[config.mk]
export PLATFORM = sky130hd
export DESIGN_NAME = mips_instr_encoder
export DESIGN_NICKNAME = d
export VERILOG_FILES = /design/src/rtl/mips_instr_encoder.sv
export SDC_FILE = /design/constraint.sdc
export NUM_CORES = 1
export LEC_CHECK = 0
export BUFFER_PORTS_ARGS = -buffer_cell sky130_fd_sc_hd__buf_2
export CAP_MARGIN = 20
export CELL_PAD_IN_SITES_DETAIL_PLACEMENT = 0
export CELL_PAD_IN_SITES_GLOBAL_PLACEMENT = 1
export CORE_MARGIN = 4
export CORE_UTILIZATION = 32
export DETAILED_ROUTE_END_ITERATION = 6
export PLACE_DENSITY_LB_ADDON = 0.1
export SYNTH_ARGS = -nofsm -noshare
export SYNTH_HDL_FRONTEND = slang
export SYNTH_SLANG_ARGS = --single-unit
[constraint.sdc]
create_clock -name clk -period 1.75 [get_ports clk]
set_clock_uncertainty 0.05 [all_clocks]
set_input_delay 0.175 -clock clk [delete_from_list [all_inputs] [get_ports clk]]
set_output_delay 0.175 -clock clk [all_outputs]
set_load 0.03 [all_outputs]
[src/rtl/mips_instr_encoder.sv]
// Streaming MIPS encoder: symbolic op + fields in, addressed 32-bit word out.
// One-cycle latency; in_ready drops while the output is stalled, full, or in reset/restart.
module mips_instr_encoder #(
  parameter logic [31:0] BASE_ADDR = 32'h0000_0000,
  parameter int          DEPTH     = 256
) (
  input  logic                       clk,
  input  logic                       rst,
  input  logic                       restart,
  input  logic                       in_valid,
  output logic                       in_ready,
  input  logic [4:0]                 in_op,
  input  logic [4:0]                 in_rs,
  input  logic [4:0]                 in_rt,
  input  logic [4:0]                 in_rd,
  input  logic [15:0]                in_imm,
  input  logic [25:0]                in_target,
  output logic                       out_valid,
  input  logic                       out_ready,
  output logic [31:0]                out_addr,
  output logic [31:0]                out_instr,
  output logic [$clog2(DEPTH):0]     count,
  output logic                       full,
  output logic                       err,
  output logic [4:0]                 err_op
);

  localparam int CW = $clog2(DEPTH) + 1;
  localparam logic [4:0] OP_ILLEGAL = 5'd31;

  logic          out_valid_q, out_valid_d;
  logic [31:0]   out_addr_q, out_addr_d;
  logic [31:0]   out_instr_q, out_instr_d;
  logic [CW-1:0] count_q, count_d;
  logic          full_q, full_d;
  logic          err_q, err_d;
  logic [4:0]    err_op_q, err_op_d;

  logic [31:0]   enc_instr;
  logic          accept;
  logic          legal_acc;
  logic          illegal_acc;

  always_comb begin
    enc_instr = '0;
    case (in_op)
      5'd0:  enc_instr = {6'b000000, in_rs, in_rt, in_rd, 5'b0, 6'b100000};
      5'd1:  enc_instr = {6'b000000, in_rs, in_rt, in_rd, 5'b0, 6'b100001};
      5'd2:  enc_instr = {6'b000000, in_rs, in_rt, in_rd, 5'b0, 6'b100010};
      5'd3:  enc_instr = {6'b000000, in_rs, in_rt, in_rd, 5'b0, 6'b100011};
      5'd4:  enc_instr = {6'b000000, in_rs, in_rt, in_rd, 5'b0, 6'b100100};
      5'd5:  enc_instr = {6'b000000, in_rs, in_rt, in_rd, 5'b0, 6'b100101};
      5'd6:  enc_instr = {6'b000000, in_rs, in_rt, in_rd, 5'b0, 6'b100110};
      5'd7:  enc_instr = {6'b000000, in_rs, in_rt, in_rd, 5'b0, 6'b100111};
      5'd8:  enc_instr = {6'b000000, in_rs, in_rt, in_rd, 5'b0, 6'b101010};
      5'd9:  enc_instr = {6'b000000, in_rs, in_rt, in_rd, 5'b0, 6'b101011};
      5'd10: enc_instr = {6'b000000, in_rs, 15'b0, 6'b001000};
      5'd11: enc_instr = {6'b000100, in_rs, in_rt, in_imm};
      5'd12: enc_instr = {6'b000101, in_rs, in_rt, in_imm};
      5'd13: enc_instr = {6'b001000, in_rs, in_rt, in_imm};
      5'd14: enc_instr = {6'b001001, in_rs, in_rt, in_imm};
      5'd15: enc_instr = {6'b001100, in_rs, in_rt, in_imm};
      5'd16: enc_instr = {6'b001111, 5'b0, in_rt, in_imm};
      5'd17: enc_instr = {6'b001101, in_rs, in_rt, in_imm};
      5'd18: enc_instr = {6'b001110, in_rs, in_rt, in_imm};
      5'd19: enc_instr = {6'b001010, in_rs, in_rt, in_imm};
      5'd20: enc_instr = {6'b001011, in_rs, in_rt, in_imm};
      5'd21: enc_instr = {6'b100011, in_rs, in_rt, in_imm};
      5'd22: enc_instr = {6'b100001, in_rs, in_rt, in_imm};
      5'd23: enc_instr = {6'b100101, in_rs, in_rt, in_imm};
      5'd24: enc_instr = {6'b100000, in_rs, in_rt, in_imm};
      5'd25: enc_instr = {6'b100100, in_rs, in_rt, in_imm};
      5'd26: enc_instr = {6'b101011, in_rs, in_rt, in_imm};
      5'd27: enc_instr = {6'b101001, in_rs, in_rt, in_imm};
      5'd28: enc_instr = {6'b101000, in_rs, in_rt, in_imm};
      5'd29: enc_instr = {6'b000010, in_target};
      5'd30: enc_instr = {6'b000011, in_target};
      default: enc_instr = '0;
    endcase
  end

  assign in_ready    = !rst && !restart && !full_q && (!out_valid_q || out_ready);
  assign accept      = in_valid && in_ready;
  assign legal_acc   = accept && (in_op != OP_ILLEGAL);
  assign illegal_acc = accept && (in_op == OP_ILLEGAL);

  always_comb begin
    out_valid_d = out_valid_q;
    out_addr_d  = out_addr_q;
    out_instr_d = out_instr_q;
    count_d     = count_q;
    full_d      = full_q;
    err_d       = err_q;
    err_op_d    = err_op_q;

    if (out_valid_q && out_ready) begin
      out_valid_d = 1'b0;
    end

    if (legal_acc) begin
      out_valid_d = 1'b1;
      out_instr_d = enc_instr;
      out_addr_d  = BASE_ADDR + (32'(count_q) << 2);
      count_d     = count_q + CW'(1);
      full_d      = (count_d == CW'(DEPTH));
    end

    // Only the first illegal op is recorded until the flag is cleared.
    if (illegal_acc) begin
      err_d = 1'b1;
      if (!err_q) begin
        err_op_d = in_op;
      end
    end

    if (restart) begin
      out_valid_d = 1'b0;
      count_d     = '0;
      full_d      = 1'b0;
      err_d       = 1'b0;
      err_op_d    = '0;
    end
  end

  always_ff @(posedge clk) begin
    if (rst) begin
      out_valid_q <= 1'b0;
      out_addr_q  <= '0;
      out_instr_q <= '0;
      count_q     <= '0;
      full_q      <= 1'b0;
      err_q       <= 1'b0;
      err_op_q    <= '0;
    end else begin
      out_valid_q <= out_valid_d;
      out_addr_q  <= out_addr_d;
      out_instr_q <= out_instr_d;
      count_q     <= count_d;
      full_q      <= full_d;
      err_q       <= err_d;
      err_op_q    <= err_op_d;
    end
  end

  assign out_valid = out_valid_q;
  assign out_addr  = out_addr_q;
  assign out_instr = out_instr_q;
  assign count     = count_q;
  assign full      = full_q;
  assign err       = err_q;
  assign err_op    = err_op_q;

endmodule

==> reports/qor.yml, run 1 <==
drive_gt1_share_pct: 35.3
ctsHoldBuffers: 0
p_int_w: 0.00202
crit_fanout: 9
maxCapViolCount: 0
place_congestion: 0.733
grt_max_degree: 43
cts_resized: 0
ant_nets: 0
cts_tree: "done"
worst-setup-path-type: "flip-flop to flip-flop"
synth_area_mm2: 0.00294
reg2reg_slack_ns: 0.15
postCtsSetupBuffers: 0
initial_core_util_pct: 33.2
pwr-share-comb_pct: 18.4
holdPathStages: 3
ys_types: 54
r2r_cells: 5
setup_viol: 0
max-clock-path-buffers: 2
via_per_inst: 5.04
worstPathRequired_ns: 1.97
synth-edff-count: 0
drt-total-wl_um: 8580
synth.avg_cell_area_um2: 8.45
grt_pass1_wl_um: 13500
cts_sinks: 57
hold_viol_final: 0
slowest_stage: "dfxtp_2"
globalRoute.totalOverflow: 0
crit_chain: "ha_2 -> and3_1 -> a31oi_1 -> a2111o_1 -> o21ai_1"
slew_violations: 0
antennaDiodeCount: 0
die_w_um: 104
antenna_found_initial: 0
finalCriticalPeriod_ns: 1.60
cts-root-buf: "clkbuf_8"
hold_end: "out_instr[20]$_SDFFE_PP0P_"
io_buffer_count: 124
p_switching_w: 0.000895
yosys_warnings: 0
hpwl_um: 6130
max_freq_mhz: 625
power_frac_seq_pct: 46.4
vias: 2896
dieArea_mm2: 0.0108
leakagePower_nw: 1.68
period_share_pct: 91.5
setup_tns_ns: 0
netlist_instances: 348
power_frac_clock_pct: 35.3
netlist.area_leader.share_pct: 38.8
max_stage_delay_ns: 0.40
coreArea_mm2: 0.00885
yosys_most_used_dff: "dfxtp_1"
syn2layout_area_growth_pct: 27.4
seq_area_frac_synth_pct: 38.8
async_flop_share_pct: 0
worst_hold_path_type: "input port to flip-flop"
die_y_um: 104
dpl_worst_slack_ns: 0.0735
h-tree-depth: 3
swShare_pct: 30.7
clk_pin_slew_worst_paths_ns: 0.07
vdd_drop_max_mv: 0.374
boundaryPins: 149
p_per_area_mw_per_mm2: 779
hold_start: "in_rt[4]"
synthTopCellsByCount: "dfxtp_1 (57), nand2_1 (35), nor2_1 (35), a21oi_1 (28), buf_4 (27)"
num_rows: 34
drtPass1Iterations: 4
end_kind: "flip-flop"
drt_iter0_drc: 127
critPathLaunchType: "flip-flop"
fin_nets: 531
yosys-top-cells-area: "dfxtp_1 (39%), buf_4 (6.9%), a21oi_1 (4.8%)"
r2r_end: "full$_SDFFE_PP0P_"
rsz0062_at_grt: "false"
r2r-start: "count[0]$_SDFFE_PP0P_"
yosysMostFrequentCell: "dfxtp_1"
first_global_vias: 2661
ys_ff_latch: 57
yosys.area.top_type: "dfxtp_1"
worst_ep_arrival_time_ns: 1.82
wl_per_cell_um: 14.9
grt_usage_pct: 15.3
drc: 0
insertion_delay_ns: 0.33
cts_buffers: 9
total_power_w: 0.00292
status: "finished clean"
layout_setup_ws_ns: 0.149
[metrics by stage]
stage / cell area [µm²] / utilization (%) / instances / hold slack [ns]
detailed placement: 3580 / 40.5 / 559 / 0.395
floorplan: 3030 / - / 371 / 0.282
finish: 3750 / 42.4 / 575 / 0.0594
global route: 3750 / 42.4 / 575 / 0.0486
global placement: 3580 / 40.5 / 559 / 0.392
CTS: 3740 / 42.3 / 575 / 0.0382
[layout make-up]
| class | count | area, µm² |
|---|---|---|
| Tap cell | 108 | 135 |
| Sequential cell | 57 | 1140 |
| Clock buffer | 10 | 128 |
| Fill cell | 922 | 5100 |
| Multi-Input combinational cell | 254 | 1510 |
| Clock inverter | 6 | 35.0 |
| Inverter | 3 | 11.3 |
| Timing Repair Buffer | 137 | 781 |
[routing by layer]
layer	vias up	global-route usage, %	part of all wire (%)
met1	1339	19.1	44
met3	6	6.52	8.8
met5	-	0	0
li1	1438	-	-
met4	0	4.08	0.78
met2	113	24.2	46
[kinds of logic (layout without fill, tap and decap cells)]
logic type / Yosys count / count (layout) / share of synthesized area (%)
fa+ha+maj: 2 / 2 / 0.851
compound gates: 105 / 105 / 25.4
other cells: 1 / 24 / 0.128
flops: 57 / 57 / 38.8
xor+xnor: 6 / 6 / 1.79
simple gates: 112 / 112 / 18.5
buf+inv: 60 / 156 / 12.8
mux: 5 / 5 / 1.79
[worst max-delay path: cells and delay by family, from the launching register on]
family | cells | cell delay [ns]
compound gates | 3 | 0.60
flops | 1 | 0.40
fa+ha+maj | 1 | 0.29
simple gates | 1 | 0.20
[worst max path at each step]
| stage | startpoint | to | cells after the start |
|---|---|---|---|
| after floorplan | count[5]$_SDFFE_PP0P_ | count[7]$_SDFFE_PP0P_ | 5 |
| after global placement | count[0]$_SDFFE_PP0P_ | full$_SDFFE_PP0P_ | 5 |
| after detailed placement | count[0]$_SDFFE_PP0P_ | full$_SDFFE_PP0P_ | 5 |
| after CTS | count[0]$_SDFFE_PP0P_ | full$_SDFFE_PP0P_ | 5 |
| after global routing | count[5]$_SDFFE_PP0P_ | count[7]$_SDFFE_PP0P_ | 4 |
| final | count[0]$_SDFFE_PP0P_ | full$_SDFFE_PP0P_ | 5 |
[flip-flops by register name, indices dropped and copies added (netlist names)]
name and flops:
count 9, err 1, full 1, out_addr 9, out_instr 31, out_valid 1, err_op 5
[power groups by stage]
| stage | clock (W) | sequential, W | combinational [W] |
|---|---|---|---|
| final | 0.00103 | 0.00135 | 0.000537 |
| after global routing | 0.00114 | 0.00136 | 0.000583 |
| after CTS | 0.00108 | 0.00135 | 0.000541 |
| after detailed placement | 0 | 0.00138 | 0.000539 |
| after global placement | 0 | 0.00138 | 0.000541 |
| after floorplan | 0 | 0.00145 | 0.000322 |
[layout by cell type (no fill, tap or decap), drive strengths merged, types with 4 or more instances in the layout]
master and n:
a211oi 15, a21oi 29, a221oi 12, a222oi 7, and2 4, buf 137
clkbuf 10, clkinv 4, conb 24, dfxtp 57, nand2 35, nor2 36
nor3 12, o21a 5, o21ai 16, o22ai 4, or3 4, xnor2 5
Power figures use the tool's default switching activity.
==> inputs of run 2 (changes only) <==
PLACE_DENSITY = 0.82   (was default)
PLACE_DENSITY_LB_ADDON = default   (was 0.1)
==> run 2 against run 1 <==
Compared with the run above: sequential power barely moved; final area up 2.5%; utilization grew 1.1 points; via count rose by 1.3%; clock power rose by 42%; wire length down 0.24%; critical path type unchanged; critical endpoint unchanged.
==> reports/qor.yml, run 2 (synthesis results as in run 1) <==
status: "finished clean"
grt_pass1_wl_um: 13900
grt_usage_pct: 15.6
worst-setup-path-type: "flip-flop to flip-flop"
grt_max_degree: 43
maxCapViolCount: 0
rsz0062_at_grt: "false"
crit_fanout: 9
critPathLaunchType: "flip-flop"
end_kind: "flip-flop"
worstSetupStartpoint: "count[0]$_SDFFE_PP0P_"
cts-root-buf: "clkbuf_8"
h-tree-depth: 3
placement.cell_area_mm2: 0.00361
dieArea_mm2: 0.0108
max_stage_delay_ns: 0.41
final_common_cell: "buf_2"
total_power_w: 0.00335
syn2layout_area_growth_pct: 30.6
coreArea_mm2: 0.00885
vdd_drop_max_mv: 0.332
globalRoute.totalOverflow: 0
r2r-start: "count[0]$_SDFFE_PP0P_"
power_frac_clock_pct: 43.7
p_switching_w: 0.000898
antenna_found_initial: 0
drc: 0
die_y_um: 104
slowest_stage: "dfxtp_2"
largest_reg_flops: 31
via_per_inst: 5.07
io_buffer_count: 124
boundaryPins: 149
hold_start: "in_rt[1]"
max-clock-path-buffers: 2
first_global_vias: 2791
cts_buffers: 9
finalCriticalPeriod_ns: 1.64
antennaDiodeCount: 0
drtPass1Iterations: 4
crit_chain: "ha_2 -> and3_1 -> a31oi_1 -> a2111o_1 -> o21ai_1"
place_congestion: 0.790
drt_iter0_drc: 114
cts_tree: "done"
clk_pin_slew_worst_paths_ns: 0.07
initial_core_util_pct: 33.2
hpwl_um: 6350
p_int_w: 0.00245
setup_viol: 0
cts_sinks: 57
drt-total-wl_um: 8560
num_rows: 34
die_w_um: 104
fin_nets: 536
worst_hold_path_type: "input port to flip-flop"
wl_per_cell_um: 14.8
layout_common_cells: "buf_2 (124), dfxtp_1 (55), nand2_1 (35), nor2_1 (35), a21oi_1 (28)"
max_freq_mhz: 610
stdcell_area_mm2: 0.00384
insertion_delay_ns: 0.33
leakagePower_nw: 1.74
slew_violations: 0
ant_nets: 0
worst_slew_pin_slew_ns: 0.885
pwr-share-comb_pct: 15.9
hold_viol_final: 0
period_share_pct: 93.7
relSlewSlack_pct: 41.0
worstPathRequired_ns: 1.96
power_frac_seq_pct: 40.4
swShare_pct: 26.8
worst_ep_arrival_time_ns: 1.85
p_per_area_mw_per_mm2: 872
drive_gt1_share_pct: 36.1
vias: 2934
run 2: cell types whose count changed in the layout (fill, tap and decap cells not counted), sizes merged:
cell | before | now
clkinvlp | 2 | 1
clkinv | 4 | 2
bufinv | 0 | 3
buf | 137 | 142
clkbuf | 10 | 9
run 2: per-stage QoR:
step           hold WS, ns  std cells  setup WS, ns  setup TNS, ns  utilization, %
6_report            0.0664        579         0.110              0            43.4
2_1_floorplan        0.282        371         0.110              0               -
3_5_place_dp         0.399        564        -0.176          -1.58            40.8
3_3_place_gp         0.387        564       -0.0745         -0.340            40.8
4_1_cts             0.0530        579        0.0146              0            43.4
5_1_grt             0.0580        579        0.0336              0            43.4
run 2: critical path, delay by kind of cell, from the launching register on:
family	cells	cell delay (ns)
compound gates	3	0.60
fa+ha+maj	1	0.30
flops	1	0.41
simple gates	1	0.20
run 2: layer usage:
layer	up-vias	GRT usage, %	routed length (µm)
met5	-	0	0
met4	0	5.41	129
met3	11	4.59	633
met2	127	26.6	3990
met1	1344	18.5	3810
li1	1452	-	-
run 2: final timing paths:
kind,slack (ns),depth (start not counted),to
min reg2reg,0.40,2,out_instr[27]$_SDFFE_PP0P_
min,0.07,3,out_instr[17]$_SDFFE_PP0P_
max reg2reg,0.11,5,full$_SDFFE_PP0P_
max,0.11,5,full$_SDFFE_PP0P_
run 2: power groups by stage:
stage | Clock, W | Sequential, W | Combinational (W)
floorplan | 0 | 0.00145 | 0.000322
global placement | 0 | 0.00138 | 0.000529
detailed placement | 0 | 0.00138 | 0.000535
CTS | 0.00152 | 0.00135 | 0.000536
global route | 0.00158 | 0.00136 | 0.000580
finish | 0.00146 | 0.00135 | 0.000534
run 2: repair_timing:
action | CTS | global route
resized for setup | 0 | 1
setup buffers | 0 | 0
setup endpoints to repair | 0 | 1
hold buffers | 0 | 0
run 2: cell type report:
cell class	count	area (µm²)
multi-input cells	254	1510
clock inverters	6	108
clock buffers	9	124
well taps	108	135
inverters	3	11.3
flip-flops and latches	57	1140
repair buffers	142	806
fillers	900	5010
==> inputs of run 3 (changes only) <==
CORE_UTILIZATION = 33   (was 32)
CTS_BUF_LIST = sky130_fd_sc_hd__clkbuf_2   (was default)
PLACE_DENSITY = 0.84   (was 0.82)
==> run 3 against run 2 <==
Compared with the run above: first-iteration DRC count down 11%; die area down 2.8%; via count up 6.1%; sequential cell count unchanged.
==> reports/qor.yml, run 3 (synthesis results as in run 1) <==
boundaryPins: 149
power_frac_clock_pct: 29.8
final_common_cell: "buf_2"
initial_core_util_pct: 33.9
max_stage_delay_ns: 0.43
place_inst: 557
antennaDiodeCount: 0
drt_iter0_drc: 101
maxCapViolCount: 0
leakagePower_nw: 1.82
crit_fanout: 9
p_int_w: 0.00190
cts_tree: "done"
critPathLaunchType: "flip-flop"
crit_family: "compound AO/OA/AOI/OAI gates"
max-clock-path-buffers: 2
grt_usage_pct: 16.7
first_global_vias: 2794
pwr-share-comb_pct: 21.8
layout_common_cells: "buf_2 (123), dfxtp_1 (54), dlygate4sd3_1 (36)"
coreArea_mm2: 0.00868
hold_viol_final: 0
drc: 0
drtPass1Iterations: 4
multiInputGateArea_mm2: 0.00152
syn2layout_area_growth_pct: 38.0
vdd_drop_max_mv: 0.298
cts_buffers: 9
hold_ws_ns: 0.0150
globalRoute.totalOverflow: 0
cts_sinks: 57
nFillCells: 872
die_y_um: 102
end_kind: "flip-flop"
fin_cells: 610
max_freq_mhz: 605
worst_ep_arrival_time_ns: 2.01
setup_tns_ns: 0
grt_pass1_wl_um: 13600
place_congestion: 0.792
fin_nets: 566
grt_max_degree: 56
io_buffer_count: 124
rsz0062_at_grt: "false"
postCtsSetupBuffers: 0
num_rows: 34
slowest_stage: "dfxtp_2"
worst_hold_path_type: "input port to flip-flop"
antenna_found_initial: 0
period_share_pct: 94.5
h-tree-depth: 3
swShare_pct: 32.0
largest_reg_flops: 31
seq_area_mm2: 0.00114
power_frac_seq_pct: 48.4
status: "finished clean"
drt-total-wl_um: 9350
ant_nets: 0
insertion_delay_ns: 0.48
slew_violations: 0
cts-root-buf: "clkbuf_2"
p_switching_w: 0.000893
dieArea_mm2: 0.0105
vias: 3112
wl_per_cell_um: 15.3
worstPathRequired_ns: 2.10
setup_viol: 0
drive_gt1_share_pct: 33.1
worst-setup-path-type: "flip-flop to flip-flop"
via_per_inst: 5.10
crit_chain: "ha_2 -> and3_1 -> a31oi_1 -> a2111o_1 -> o21ai_1"
clk_pin_slew_worst_paths_ns: 0.17
die_w_um: 102
p_per_area_mw_per_mm2: 689
cp_num_buf_inv: 0
finalCriticalPeriod_ns: 1.65
hpwl_um: 6110
-- run 3: cell types whose count changed in the layout (fill, tap and decap cells not counted), moves of 2 or more --
| cell | change |
|---|---|
| buf_4 | -6 |
| clkbuf_8 | -9 |
| clkbuf_2 | +10 |
| dlygate4sd3_1 | +36 |
| bufinv_16 | -2 |
-- run 3: per-stage QoR --
stage	power (W)	instance area (µm²)	setup slack, ns	util [%]
after floorplan	0.00178	3030	0.110	-
after global placement	0.00191	3550	0.135	41.0
after detailed placement	0.00191	3550	0.0891	41.0
after CTS	0.00282	4030	0.00823	46.4
after global routing	0.00296	4060	0.0130	46.8
final	0.00279	4060	0.0958	46.8
-- run 3: path summary, 6_finish.rpt --
| kind | from | cells after the start | to | slack, ns |
|---|---|---|---|---|
| hold / removal | in_target[24] | 3 | out_instr[24]$_SDFFE_PP0P_ | 0.01 |
| setup / recovery | count[0]$_SDFFE_PP0P_ | 5 | full$_SDFFE_PP0P_ | 0.1 |
| setup reg to reg | count[0]$_SDFFE_PP0P_ | 5 | full$_SDFFE_PP0P_ | 0.1 |
| hold reg to reg | out_instr[27]$_SDFFE_PP0P_ | 2 | out_instr[27]$_SDFFE_PP0P_ | 0.41 |
-- run 3: what timing repair did --
item	in CTS	in global routing
endpoints found under the hold margin	21	0
pin swaps	0	2
gates resized for setup	1	3
setup endpoints to repair	1	3
gates cloned	0	1
hold buffers	36	0
-- run 3: power by group through the flow --
stage	Clock, W	Sequential, W	Combinational (W)
2_1_floorplan	0	0.00145	0.000322
3_3_place_gp	0	0.00138	0.000528
3_5_place_dp	0	0.00138	0.000532
4_1_cts	0.000869	0.00135	0.000597
5_1_grt	0.000945	0.00136	0.000658
6_report	0.000832	0.00135	0.000609
-- run 3: area by class of cell --
cell class | count | area share [%]
Tap cell | 108 | 3.33
Clock inverter | 6 | 1.45
Inverter | 3 | 0.278
Multi-Input combinational cell | 254 | 37.4
Timing Repair Buffer | 172 | 28.1
Clock buffer | 10 | 1.23
Sequential cell | 57 | 28.2
-- run 3: tightest hold or removal path: stages --
cell and delay, ns:
buf_2 0.08, a221oi_1 0.07, nor3_1 0.17
-- run 3: routing by layer --
| layer | vias to the layer above | track usage (%) | wire (µm) |
|---|---|---|---|
| met1 | 1432 | 20.5 | 3870 |
| li1 | 1510 | - | - |
| met4 | 0 | 5.75 | 140 |
| met5 | - | 0 | 0 |
| met2 | 155 | 27.4 | 4360 |
| met3 | 15 | 5.60 | 982 |
